## config.mk

```make
export PLATFORM = sky130hd
export DESIGN_NAME = tim6_ctrl_flat
export DESIGN_NICKNAME = d
export VERILOG_FILES = /design/src/rtl/tim6_pkg.sv /design/src/rtl/tim6_if.sv /design/src/rtl/tim6_prescaler.sv /design/src/rtl/tim6_ctrl.sv /design/src/flat_wrapper.sv
export SDC_FILE = /design/constraint.sdc
export NUM_CORES = 1
export LEC_CHECK = 0
export ABC_AREA = 1
export CAP_MARGIN = 20
export CORE_UTILIZATION = 64
export CTS_BUF_LIST = sky130_fd_sc_hd__clkbuf_16
export DETAILED_ROUTE_END_ITERATION = 8
export DONT_BUFFER_PORTS = 1
export GPL_TIMING_DRIVEN = 1
export PLACE_DENSITY = 0.84
export SYNTH_ARGS = -nofsm -noshare
export SYNTH_HDL_FRONTEND = slang
export SYNTH_SLANG_ARGS = --single-unit
```

## constraint.sdc

```tcl
create_clock -name clk -period 2.4 [get_ports clk]
set_input_delay 0.48 -clock clk [delete_from_list [all_inputs] [get_ports clk]]
set_output_delay 0.48 -clock clk [all_outputs]
set_load 0.03 [all_outputs]
```

## src/rtl/tim6_pkg.sv

```systemverilog
// Shared definitions for the basic timer 6 sequencing core.
package tim6_pkg;

    // Width of the counter, the ARR register and the PSC register.
    localparam int unsigned TIM6_CNT_W = 16;

    // Counter sequencer states.
    typedef enum logic [0:0] {
        ST_IDLE = 1'b0,
        ST_RUN  = 1'b1
    } tim6_state_e;

endpackage : tim6_pkg

```

## src/rtl/tim6_if.sv

```systemverilog
// Control and status bundle between the timer-6 register block and the counter core.
interface tim6_if #(
    parameter int unsigned CNT_W = tim6_pkg::TIM6_CNT_W
) ();

    logic             i_cen;
    logic             i_udis;
    logic             i_urs;
    logic             i_opm;
    logic             i_arpe;
    logic             i_ug;
    logic             i_uif_clr;
    logic             i_uie;
    logic [CNT_W-1:0] i_psc;
    logic [CNT_W-1:0] i_arr;
    logic [CNT_W-1:0] o_cnt;
    logic             o_uev;
    logic             o_uif;
    logic             o_irq;
    logic             o_cen_clr;

    // Register block side: drives control fields, observes counter status.
    modport master (
        output i_cen, i_udis, i_urs, i_opm, i_arpe, i_ug, i_uif_clr, i_uie, i_psc, i_arr,
        input  o_cnt, o_uev, o_uif, o_irq, o_cen_clr
    );

    // Timer core side.
    modport slave (
        input  i_cen, i_udis, i_urs, i_opm, i_arpe, i_ug, i_uif_clr, i_uie, i_psc, i_arr,
        output o_cnt, o_uev, o_uif, o_irq, o_cen_clr
    );

endinterface : tim6_if

```

## src/rtl/tim6_prescaler.sv

```systemverilog
// Timer-6 prescaler: divides the kernel clock by (psc_shadow + 1) while enabled.
module tim6_prescaler
    import tim6_pkg::*;
#(
    parameter int unsigned CNT_W = TIM6_CNT_W
) (
    input  logic             clk,
    input  logic             rst,
    input  logic             i_en,
    input  logic             i_clr,
    input  logic             i_load,
    input  logic [CNT_W-1:0] i_psc,
    output logic             o_tick
);

    logic [CNT_W-1:0] psc_cnt_q,    psc_cnt_d;
    logic [CNT_W-1:0] psc_shadow_q, psc_shadow_d;

    // Tick on the last count of each prescaler period; compare-then-clear keeps 0xFFFF in range.
    assign o_tick = i_en && (psc_cnt_q == psc_shadow_q);

    // Next-state for the prescaler counter and its shadow register.
    always_comb begin
        psc_cnt_d    = psc_cnt_q;
        psc_shadow_d = psc_shadow_q;
        if (i_clr) begin
            psc_cnt_d = '0;
        end else if (i_en) begin
            psc_cnt_d = o_tick ? '0 : psc_cnt_q + CNT_W'(1);
        end
        if (i_load) begin
            psc_shadow_d = i_psc;
        end
    end

    // Prescaler state registers.
    always_ff @(posedge clk or posedge rst) begin
        if (rst) begin
            psc_cnt_q    <= '0;
            psc_shadow_q <= '0;
        end else begin
            psc_cnt_q    <= psc_cnt_d;
            psc_shadow_q <= psc_shadow_d;
        end
    end

endmodule : tim6_prescaler

```

## src/rtl/tim6_ctrl.sv

```systemverilog
// Timer-6 sequencing core: run/idle FSM, 16-bit up-counter, auto-reload and update events.
module tim6_ctrl
    import tim6_pkg::*;
#(
    parameter int unsigned CNT_W = TIM6_CNT_W
) (
    input  logic  clk,
    input  logic  rst,
    tim6_if.slave bus
);

    tim6_state_e      state_q,      state_d;
    logic [CNT_W-1:0] cnt_q,        cnt_d;
    logic [CNT_W-1:0] arr_shadow_q, arr_shadow_d;
    logic             uev_q,        uev_d;
    logic             uif_q,        uif_d;
    logic             cen_clr_q,    cen_clr_d;
    logic             opm_lock_q,   opm_lock_d;

    logic             run;
    logic             tick;
    logic [CNT_W-1:0] arr_act;
    logic             ovf;
    logic             uev;
    logic             opm_stop;

    assign run      = (state_q == ST_RUN);
    assign arr_act  = bus.i_arpe ? arr_shadow_q : bus.i_arr;
    // An auto-reload of 0 parks the counter at 0 without ever overflowing.
    assign ovf      = tick && (arr_act != '0) && (cnt_q == arr_act);
    // Overflow and UG coinciding still yield a single update event.
    assign uev      = !bus.i_udis && (ovf || bus.i_ug);
    assign opm_stop = ovf && !bus.i_udis && bus.i_opm;

    tim6_prescaler #(
        .CNT_W (CNT_W)
    ) u_prescaler (
        .clk    (clk),
        .rst    (rst),
        .i_en   (run),
        .i_clr  (bus.i_ug),
        .i_load (uev),
        .i_psc  (bus.i_psc),
        .o_tick (tick)
    );

    // Next-state for the FSM, counter, ARR shadow and status flags.
    always_comb begin
        state_d      = state_q;
        cnt_d        = cnt_q;
        arr_shadow_d = arr_shadow_q;
        uev_d        = uev;
        cen_clr_d    = opm_stop;
        uif_d        = uif_q;
        opm_lock_d   = opm_lock_q;

        if (bus.i_ug) begin
            cnt_d = '0;
        end else if (tick) begin
            cnt_d = (arr_act == '0 || cnt_q == arr_act) ? '0 : cnt_q + CNT_W'(1);
        end

        if (uev) begin
            arr_shadow_d = bus.i_arr;
        end

        // A set request beats a same-cycle software clear; URS only masks the UG source.
        if ((ovf && !bus.i_udis) || (bus.i_ug && !bus.i_udis && !bus.i_urs)) begin
            uif_d = 1'b1;
        end else if (bus.i_uif_clr) begin
            uif_d = 1'b0;
        end

        // After a one-pulse stop, CEN must be seen low before the counter may restart.
        if (opm_stop) begin
            opm_lock_d = 1'b1;
        end else if (!bus.i_cen) begin
            opm_lock_d = 1'b0;
        end

        case (state_q)
            ST_IDLE: if (bus.i_cen && !opm_lock_q) state_d = ST_RUN;
            ST_RUN:  if (opm_stop || !bus.i_cen)   state_d = ST_IDLE;
            default: state_d = ST_IDLE;
        endcase
    end

    // Core state and registered outputs.
    always_ff @(posedge clk or posedge rst) begin
        if (rst) begin
            state_q      <= ST_IDLE;
            cnt_q        <= '0;
            arr_shadow_q <= '0;
            uev_q        <= 1'b0;
            uif_q        <= 1'b0;
            cen_clr_q    <= 1'b0;
            opm_lock_q   <= 1'b0;
        end else begin
            state_q      <= state_d;
            cnt_q        <= cnt_d;
            arr_shadow_q <= arr_shadow_d;
            uev_q        <= uev_d;
            uif_q        <= uif_d;
            cen_clr_q    <= cen_clr_d;
            opm_lock_q   <= opm_lock_d;
        end
    end

    assign bus.o_cnt     = cnt_q;
    assign bus.o_uev     = uev_q;
    assign bus.o_uif     = uif_q;
    assign bus.o_irq     = uif_q & bus.i_uie;
    assign bus.o_cen_clr = cen_clr_q;

endmodule : tim6_ctrl
```

## src/flat_wrapper.sv

```systemverilog
// flat-port wrapper written by rule: the top's interface ports become plain ports
module tim6_ctrl_flat import tim6_pkg::*;
#(
    parameter int unsigned CNT_W = TIM6_CNT_W
)
  (clk, rst, bus_i_cen, bus_i_udis, bus_i_urs, bus_i_opm, bus_i_arpe, bus_i_ug, bus_i_uif_clr, bus_i_uie, bus_i_psc, bus_i_arr, bus_o_cnt, bus_o_uev, bus_o_uif, bus_o_irq, bus_o_cen_clr);
  tim6_if #(.CNT_W(CNT_W)) bus_i ();
  input  logic clk;
  input  logic rst;
  input wire logic [$bits(bus_i.i_cen)-1:0] bus_i_cen;
  input wire logic [$bits(bus_i.i_udis)-1:0] bus_i_udis;
  input wire logic [$bits(bus_i.i_urs)-1:0] bus_i_urs;
  input wire logic [$bits(bus_i.i_opm)-1:0] bus_i_opm;
  input wire logic [$bits(bus_i.i_arpe)-1:0] bus_i_arpe;
  input wire logic [$bits(bus_i.i_ug)-1:0] bus_i_ug;
  input wire logic [$bits(bus_i.i_uif_clr)-1:0] bus_i_uif_clr;
  input wire logic [$bits(bus_i.i_uie)-1:0] bus_i_uie;
  input wire logic [$bits(bus_i.i_psc)-1:0] bus_i_psc;
  input wire logic [$bits(bus_i.i_arr)-1:0] bus_i_arr;
  output wire logic [$bits(bus_i.o_cnt)-1:0] bus_o_cnt;
  output wire logic [$bits(bus_i.o_uev)-1:0] bus_o_uev;
  output wire logic [$bits(bus_i.o_uif)-1:0] bus_o_uif;
  output wire logic [$bits(bus_i.o_irq)-1:0] bus_o_irq;
  output wire logic [$bits(bus_i.o_cen_clr)-1:0] bus_o_cen_clr;
  assign bus_i.i_cen = bus_i_cen;
  assign bus_i.i_udis = bus_i_udis;
  assign bus_i.i_urs = bus_i_urs;
  assign bus_i.i_opm = bus_i_opm;
  assign bus_i.i_arpe = bus_i_arpe;
  assign bus_i.i_ug = bus_i_ug;
  assign bus_i.i_uif_clr = bus_i_uif_clr;
  assign bus_i.i_uie = bus_i_uie;
  assign bus_i.i_psc = bus_i_psc;
  assign bus_i.i_arr = bus_i_arr;
  assign bus_o_cnt = bus_i.o_cnt;
  assign bus_o_uev = bus_i.o_uev;
  assign bus_o_uif = bus_i.o_uif;
  assign bus_o_irq = bus_i.o_irq;
  assign bus_o_cen_clr = bus_i.o_cen_clr;
  tim6_ctrl #(.CNT_W(CNT_W)) u_core (.clk(clk), .rst(rst), .bus(bus_i));
endmodule
```

# Word-level counts from Yosys, hierarchy flattened
# Index checks and enable logic that the tools add are counted.
# word_totals
register_bits,69
in_bits,42
output_inout_bits,20
wordCells,52
# classes
add_sub_neg,2
eq_ne,3
mux,14
bitwise_logic,2
n_reduce_logical,22
# ops
cell,n
$mux W16,7
$add A16 B1 Y16 const B,2
$eq A16 B16 Y1,2
$logic_not A16 Y1,1
$reduce_bool A16 Y1,1
$logic_and A1 B1 Y1,9
$mux W1,6
$reduce_bool A2 Y1,3
$logic_not A1 Y1,4
$logic_or A1 B1 Y1,4
$ne A2 B1 Y1 const B,1
$pmux W1 S2,1
$and A1 B1 Y1,1
$not A1 Y1,1

# Logic depth before layout (Yosys ltp)
# depth
word_depth,9
ltp_mapped,16
depth_no_buf,14

# Hierarchy
# Synthesis repeated with hierarchy kept, for this count alone.
# hier_totals
cells_unflattened,718
area_unflattened_um2,4589.4
# modules_own_cells
mod,n_inst,cells_each,area_per_inst_um2,seq_area_each_um2
tim6_ctrl,1,443,2703.8,925.9
tim6_prescaler,1,275,1885.6,800.8

# Least setup slack after synthesis
# No wires, ideal clock.
# synth_timing
path_kind,input port to flip-flop
start,input bus_i_arpe
end,register u_core.u_prescaler.psc_shadow_q[9]
setup_time_ps,117
arrival_ps,1727
required_ps,2283
setup_slack_ps,556
path_stages,15
path_buffers,3
path_cell_list,buf_6 > buf_8 > nand2_1 > nand2_1 > nor2_1 > nand2_1 > nor2_1 > nand2_2 > nand2_2 > nor2_2 > nand2_8 > nand2_8 > buf_12 > nand2_1 > nand2_1
# synth_via
elab_chain_len,6
word_cells_on_any_way,7
classes_between,eq/ne: 1; mux: 1; reduce/logical: 5
# synth_lines
element,line,rtl
"start, declared",flat_wrapper.sv:14,input wire logic [$bits(bus_i.i_arpe)-1:0] bus_i_arpe;
$mux W16 (*),tim6_ctrl.sv:28,assign arr_act = bus.i_arpe ? arr_shadow_q : bus.i_arr;
$reduce_bool A16 Y1,tim6_ctrl.sv:30,assign ovf = tick && (arr_act != '0) && (cnt_q == arr_act);
$logic_and A1 B1 Y1,tim6_ctrl.sv:30,
$logic_and A1 B1 Y1 (*),tim6_ctrl.sv:30,
$logic_or A1 B1 Y1 (*),tim6_ctrl.sv:32,assign uev = !bus.i_udis && (ovf || bus.i_ug);
$logic_and A1 B1 Y1 (*),tim6_ctrl.sv:32,
named net u_core.u_prescaler.i_load,tim6_prescaler.sv:11,"input logic i_load,"
"end signal, assigned",tim6_prescaler.sv:43,psc_shadow_q <= psc_shadow_d;
"end, declared",tim6_prescaler.sv:17,"logic [CNT_W-1:0] psc_shadow_q, psc_shadow_d;"
# The timed path passes the listed nets; every way through them passes the cells marked *.
# A chain may end at the register's enable or synchronous reset.

# Final worst setup path
# layout_timing
start,register u_core.cnt_q[1] (netlist: u_core.bus.o_cnt[1])
end,register u_core.cnt_q[13] (netlist: u_core.bus.o_cnt[13])
# layout_via
elab_chain_len,5
word_cells_on_any_way,6
classes_between,add/sub: 1; eq/ne: 1; mux: 3; reduce/logical: 1
# layout_lines
element,line,rtl
"start, declared",tim6_ctrl.sv:13,"logic [CNT_W-1:0] cnt_q, cnt_d;"
"start signal, assigned",tim6_ctrl.sv:100,cnt_q <= cnt_d;
"parallel branches: the longest is 2 deep, another holds $add A16 B1 Y16",n/a,
$mux W16 (*),tim6_ctrl.sv:60,cnt_d = (arr_act == '0 || cnt_q == arr_act) ? '0 : cnt_q + CNT_W'(1);
$mux W16 (*),tim6_ctrl.sv:59,end else if (tick) begin
$mux W16 (*),tim6_ctrl.sv:57,if (bus.i_ug) begin
# Every way passes the cells marked *. The select of a mux whose other input is x is not followed.

==> results.ini <==
[grt]
grt_start_max_net_pins = 46
grt_pass1_vias = 4097
grt_util_all_layers = 0.353
grt_pass1_wl_um = 19700
overflow = 0
antenna_found_initial = 0

[setup_path]
path_class = reg -> reg
r2r_slack_ns = 0.25
r2r_cells = 10
critPathMaxFanout = 6
startpoint = u_core.bus.o_cnt[1]
cp-end-kind = register
worstPathRequired_ns = 2.67
critPathLaunchType = register
r2r_end = u_core.bus.o_cnt[13]
cp.arrival_ns = 2.42
timing.rr.start = u_core.bus.o_cnt[1]
crit_path_end = u_core.bus.o_cnt[13]

[clock_tree]
post_cts_buffers = 0
cts_tree = yes
clkLatencyLatePin_ns = 0.34
cts-root-buf = clkbuf_16
clock-sinks = 69
htreeDepth = 3
ctsHoldBuffers = 0
clk_path_buf_depth = 2
ctsResizeCount = 0
numCtsBuffers = 9
path_clk_slew_ns = 0.06

[floorplanning]
die_area_mm2 = 0.00723
num_rows = 29
die_w_um = 85.0
io_pins = 62
die_height_um = 85.0
core_area_mm2 = 0.00649
initial_utilization = 0.679

[yosys]
synthesis.instances = 666
yosysTopAreaCell = dfrtp_1
syn_area_per_cell_um2 = 6.62
yosysWarnings = 0
synthAdderAreaFrac = 0.00567
yosys_most_used_dff = dfrtp_1
yosysUniqueCellTypes = 31
yosysSeqAreaShare = 0.391
ys_seq_elements = 69
synthTopCellsByCount = nand2_1, nor2_1, inv_1, nand3_1, dfrtp_1
synth.top_cell.area_share = 0.391
synth.area.mux_share = 0
synth_compound_gate_area_share = 0.0287
syn_nets = 710
synth_area_mm2 = 0.00441
ys_top_cells_by_area = dfrtp_1, nand2_1, nand3_1
synth_edf_count = 0
synthXorXnorAreaFrac = 0.0179
synth_top_family_by_area = simple AND/OR/NAND/NOR gates
yosys.area_share.simple = 0.458
async_flop_share = 1.00
synth_most_common_cell = nand2_1

[timing]
finalSetupViolCount = 0
skew_ns = 0.00679
worstMarginPinSlew_ns = 0.725
drv_slew = 0
rsz0062_at_grt = no
max_freq_ghz = 0.465
tns_ns = 0
period_share = 0.896
relSlewSlack = 0.515
fin_crit_ns = 2.15
hold_viol_final = 0

[finish]
layout-drive-gt1-share = 0.0901
antennaDiodeCount = 0
nets = 727
syn_to_final_growth_pct = 10.1
final_area_mm2 = 0.00486
finalNonFillerCells = 765
fin_util = 0.748

[run]
drv_cap = 0

[route]
drt-total-wl_um = 12000
drtIter0Drc = 519
post_drt_wl_per_cell_um = 15.7
drc = 0
viasPerCell = 5.85
ant_nets = 0
vias = 4475
drt-pass1-iter-count = 5

[min_path]
hold_class = in -> async

[place]
dpl.hpwl_um = 8790
postPlaceCellArea_mm2 = 0.00455
placed_cells = 749
place_congestion = 0.935
portBuffers = 0

[power_and_ir_drop]
vdd_ir_drop_max_v = 0.000539
power_leakage_nw = 2.55
power_density_mw_per_mm2 = 633

[run_status]
status = complete, no violations

## worst max-delay path, stage by stage (launching register included)
cell and delay, ns:
dfrtp_1 0.67, nand3_1 0.18, nor2_1 0.16, nand3_1 0.17
nor2_1 0.29, nand3_1 0.14, nor2_1 0.18, nand2_1 0.07
nand2_1 0.06, nand2_1 0.05, nor2_1 0.10
## cells in the final DEF, fill, tap and decap left out
cell	instances
nand2_2	16
o21ai_0	9
nand2_1	256
a21oi_1	9
dfrtp_1	69
inv_2	2
a31oi_1	1
xnor2_1	2
nor2_1	81
nor3b_1	3
inv_1	74
nand4_1	25
nand3b_1	1
clkbuf_16	9
nand3_1	72
nor3_1	9
ha_1	2
clkinv_4	3
inv_6	2
o21bai_1	1
o211ai_1	1
nor2_2	2
buf_4	22
nand2_8	2
clkinvlp_4	1
o31ai_1	1
a21boi_0	1
bufinv_16	1
nor4_1	2
clkinv_2	1
buf_12	1
xor2_1	7
## state kept, by name, indices dropped and copies added, names as in the netlist
register and cells:
u_core.bus.o_cen_clr 1, u_core.u_prescaler.psc_cnt_q 16, u_core.bus.o_uif 1, u_core.run 1, u_core.bus.o_uev 1, u_core.opm_lock_q 1
u_core.bus.o_cnt 16, u_core.arr_shadow_q 16, u_core.u_prescaler.psc_shadow_q 16
## power by group
group	internal (mW)	total (mW)	switching [mW]	leakage, nW
registers	1.24	1.31	0.0726	0.907
logic	0.141	0.407	0.266	1.49
clock network	0.817	1.36	0.541	0.147
total	2.20	3.08	0.880	2.55
## worst min-delay path by stage
stage                            from                                 end  slack [ns]
CTS                               rst  u_core.u_prescaler.psc_shadow_q[6]        0.08
floorplan           u_core.opm_lock_q                   u_core.opm_lock_q        0.45
global placement                  rst  u_core.u_prescaler.psc_shadow_q[1]        0.42
global route                      rst  u_core.u_prescaler.psc_shadow_q[6]        0.11
finish                            rst  u_core.u_prescaler.psc_shadow_q[1]        0.07
detailed placement                rst  u_core.u_prescaler.psc_shadow_q[1]        0.43
## logic make-up after synthesis
| logic type | count (synthesis) |
|---|---|
| adders and majority gates | 2 |
| xor gates and xnor gates | 9 |
| AOI/OAI and AO/OA | 23 |
| DFF | 69 |
| and+or+nand+nor | 469 |
| buffers and inverters | 94 |
## per-layer routing
| metal | vias up | routed length (um) | global-route usage |
|---|---|---|---|
| met5 | - | 0 | 0 |
| met4 | 0 | 241 | 0.131 |
| met3 | 27 | 1490 | 0.0817 |
| met2 | 284 | 4940 | 0.501 |
| met1 | 2033 | 5320 | 0.526 |
| li1 | 2131 | - | - |
## area by class of cell
class | instances | area (um2)
multi-input combinational | 503 | 2250
sequential | 69 | 1730
fill | 511 | 1640
inverter | 77 | 290
clock buffer | 9 | 225
timing repair buffer | 23 | 185
tap | 77 | 96.3
clock inverter | 7 | 81.3
## stage by stage
| step | hold WS, ns | worst slack [ns] | power, mW |
|---|---|---|---|
| floorplan | 0.447 | 0.180 | 1.63 |
| global placement | 0.421 | 0.374 | 1.71 |
| detailed placement | 0.426 | 0.315 | 1.72 |
| CTS | 0.0772 | 0.322 | 3.07 |
| global route | 0.106 | 0.0371 | 3.19 |
| finish | 0.0674 | 0.249 | 3.08 |
Power figures use the tool's default switching activity.
==> RTL edit: new RTL, config.mk and constraints unchanged <==
The package constant `TIM6_CNT_W` goes from 16 to 14.
--- a/src/rtl/tim6_pkg.sv
+++ b/src/rtl/tim6_pkg.sv
@@ -2,7 +2,7 @@
 package tim6_pkg;
 
     // Width of the counter, the ARR register and the PSC register.
-    localparam int unsigned TIM6_CNT_W = 16;
+    localparam int unsigned TIM6_CNT_W = 14;
 
     // Counter sequencer states.
     typedef enum logic [0:0] {
Interface: changed (resized bus_i_arr, bus_i_psc and bus_o_cnt); port bits go from 62 to 56. No check against the original RTL was run, so the function may have changed too.
==> RTL edit against the unedited design <==
- routed wire length is 24% lower
- die area is 16% lower
- synthesized area is 16% lower
- hold slack worse by 0.0067 ns
- critical path depth is 3 lower
- clock skew hardly changed
- total power is 11% lower
- sequential cell count is 8 lower
- worst setup slack worse by 0.015 ns
- core utilization is 1.0 points lower
- sequential power is 11% lower
- cell area is 16% lower
- critical path type unchanged
- largest cell class unchanged
- largest power group unchanged
==> RTL edit: results (changes against the unedited design) <==
[pwr]
power.share.switching=0.2670  ; -0.01922
peakVddDrop_uv=542.1  ; +0.61%
leakage_nw=2.198  ; -14%

[worst_setup_path]
r2r_cells=7  ; -3
end_kind=register
arrival_ns=2.38  ; -0.04 ns
r2r_slack_ns=0.23  ; -0.02 ns
reg2reg_to=u_core.bus.o_cnt[12]

[grt]
antenna_found_initial=0  ; unchanged
track_usage=0.3293  ; -0.02357
first_global_vias=3283  ; -20%
grt_max_degree=38  ; -17%
grt_pass1_wl_um=15360  ; -22%

[place]
placed_area_um2=3795  ; -17%
dp_hpwl_um=6449  ; -27%
place.gp.congestion=0.9373  ; +0.27%
dpl.cell_count=613  ; -18%
place_ws_ns=0.2496  ; -0.06560 ns
port_buffers=0  ; unchanged

[yosys]
synthCells=541  ; -19%
synth_area_leaders=dfrtp_1 41%, nand2_1 20%, nand3_1 9.0%, inv_1 6.8%, nor2_1 5.5%
ys_types=31  ; unchanged
synth.cells.most_frequent=196 x nand2_1, 67 x inv_1, 66 x nand3_1
synthFlopType=dfrtp_1
yosysWarnings=0  ; unchanged
syn_nets=581  ; -18%
ys_seq_area_frac=0.4138  ; +0.02235

[finish]
final_cells=629  ; -18%
fill_cells=460  ; -10%
antennaDiodeCount=0  ; unchanged
drive_gt1_frac=0.09336  ; +0.003241
multi_input_area_um2=1787  ; -21%
nNetsFinal=592  ; -19%

[route]
drt_iter0_drc=431  ; -17%
post_drt_via_cell_ratio=5.665  ; -3.2%
drtPass1Iterations=5  ; unchanged
wl_um=9139  ; -24%
drtAntennaViolNets=0  ; unchanged

[run_status]
status=finished clean

[worst_hold_path]
min_path_type=in -> async

[cts]
postCtsResizedCells=0  ; unchanged
post_cts_buffers=0  ; unchanged
htreeDepth=3  ; unchanged
clk_pin_slew_ns=0.06  ; about the same
cts-root-buf=clkbuf_16

[timing]
clock_skew_ns=0.006531  ; -0.0002564 ns
holdWs_ns=0.06068  ; -0.006671 ns
period_share=0.9026  ; +0.006430
relSlewSlack=0.6535  ; +0.1382

RTL edit: cell count changes after synthesis, moves of 3 or more:
cell      before  now
nor3_1         9    5
nand2_1      256  196
dfrtp_1       69   61
nand3_1       72   66
clkbuf_1       3    6
inv_1         75   67
nor2_1        81   54
nand4_1       25   15
buf_4          4    0
RTL edit: critical path, cell delays in order, from the launching register on:
cell	delay, ns
dfrtp_1	0.62
ha_1	0.28
nand3_1	0.17
nor4_1	0.43
a21boi_0	0.35
nand2_1	0.09
nand2_1	0.08
nor2_1	0.04
RTL edit: cell families (layout without fill, tap and decap cells):
family,after synthesis,after routing,share of synthesized area
XOR/XNOR,8,8,0.01900
AO/OA/AOI/OAI,25,25,0.03765
AND/OR/NAND/NOR,360,360,0.4210
adder cells (fa/ha/maj),2,2,0.006783
buffers and inverters,85,101,0.1018
flip-flops,61,61,0.4138
RTL edit: routing by layer:
layer	wire length [um]	GRT usage	share of wire
met4	159	0.1278	0.017
met2	4019	0.4867	0.44
met1	4082	0.4719	0.45
met3	878	0.07294	0.096
met5	0	0	0
RTL edit: power by group through the flow:
stage                     Sequential [W]  Clock, W  Combinational [W]
after floorplan                  0.00116         0           0.000259
after global placement           0.00117         0           0.000296
after detailed placement         0.00117         0           0.000307
after CTS                        0.00115   0.00127           0.000310
after global routing             0.00116   0.00132           0.000358
final                            0.00116   0.00127           0.000310
RTL edit: final cells by class:
class,count,area share
multi-input combinational,395,0.4371
sequential,61,0.3734
inverter,69,0.06336
clock buffer,9,0.05510
timing repair buffer,16,0.03245
tap,72,0.02204
clock inverter,7,0.01653
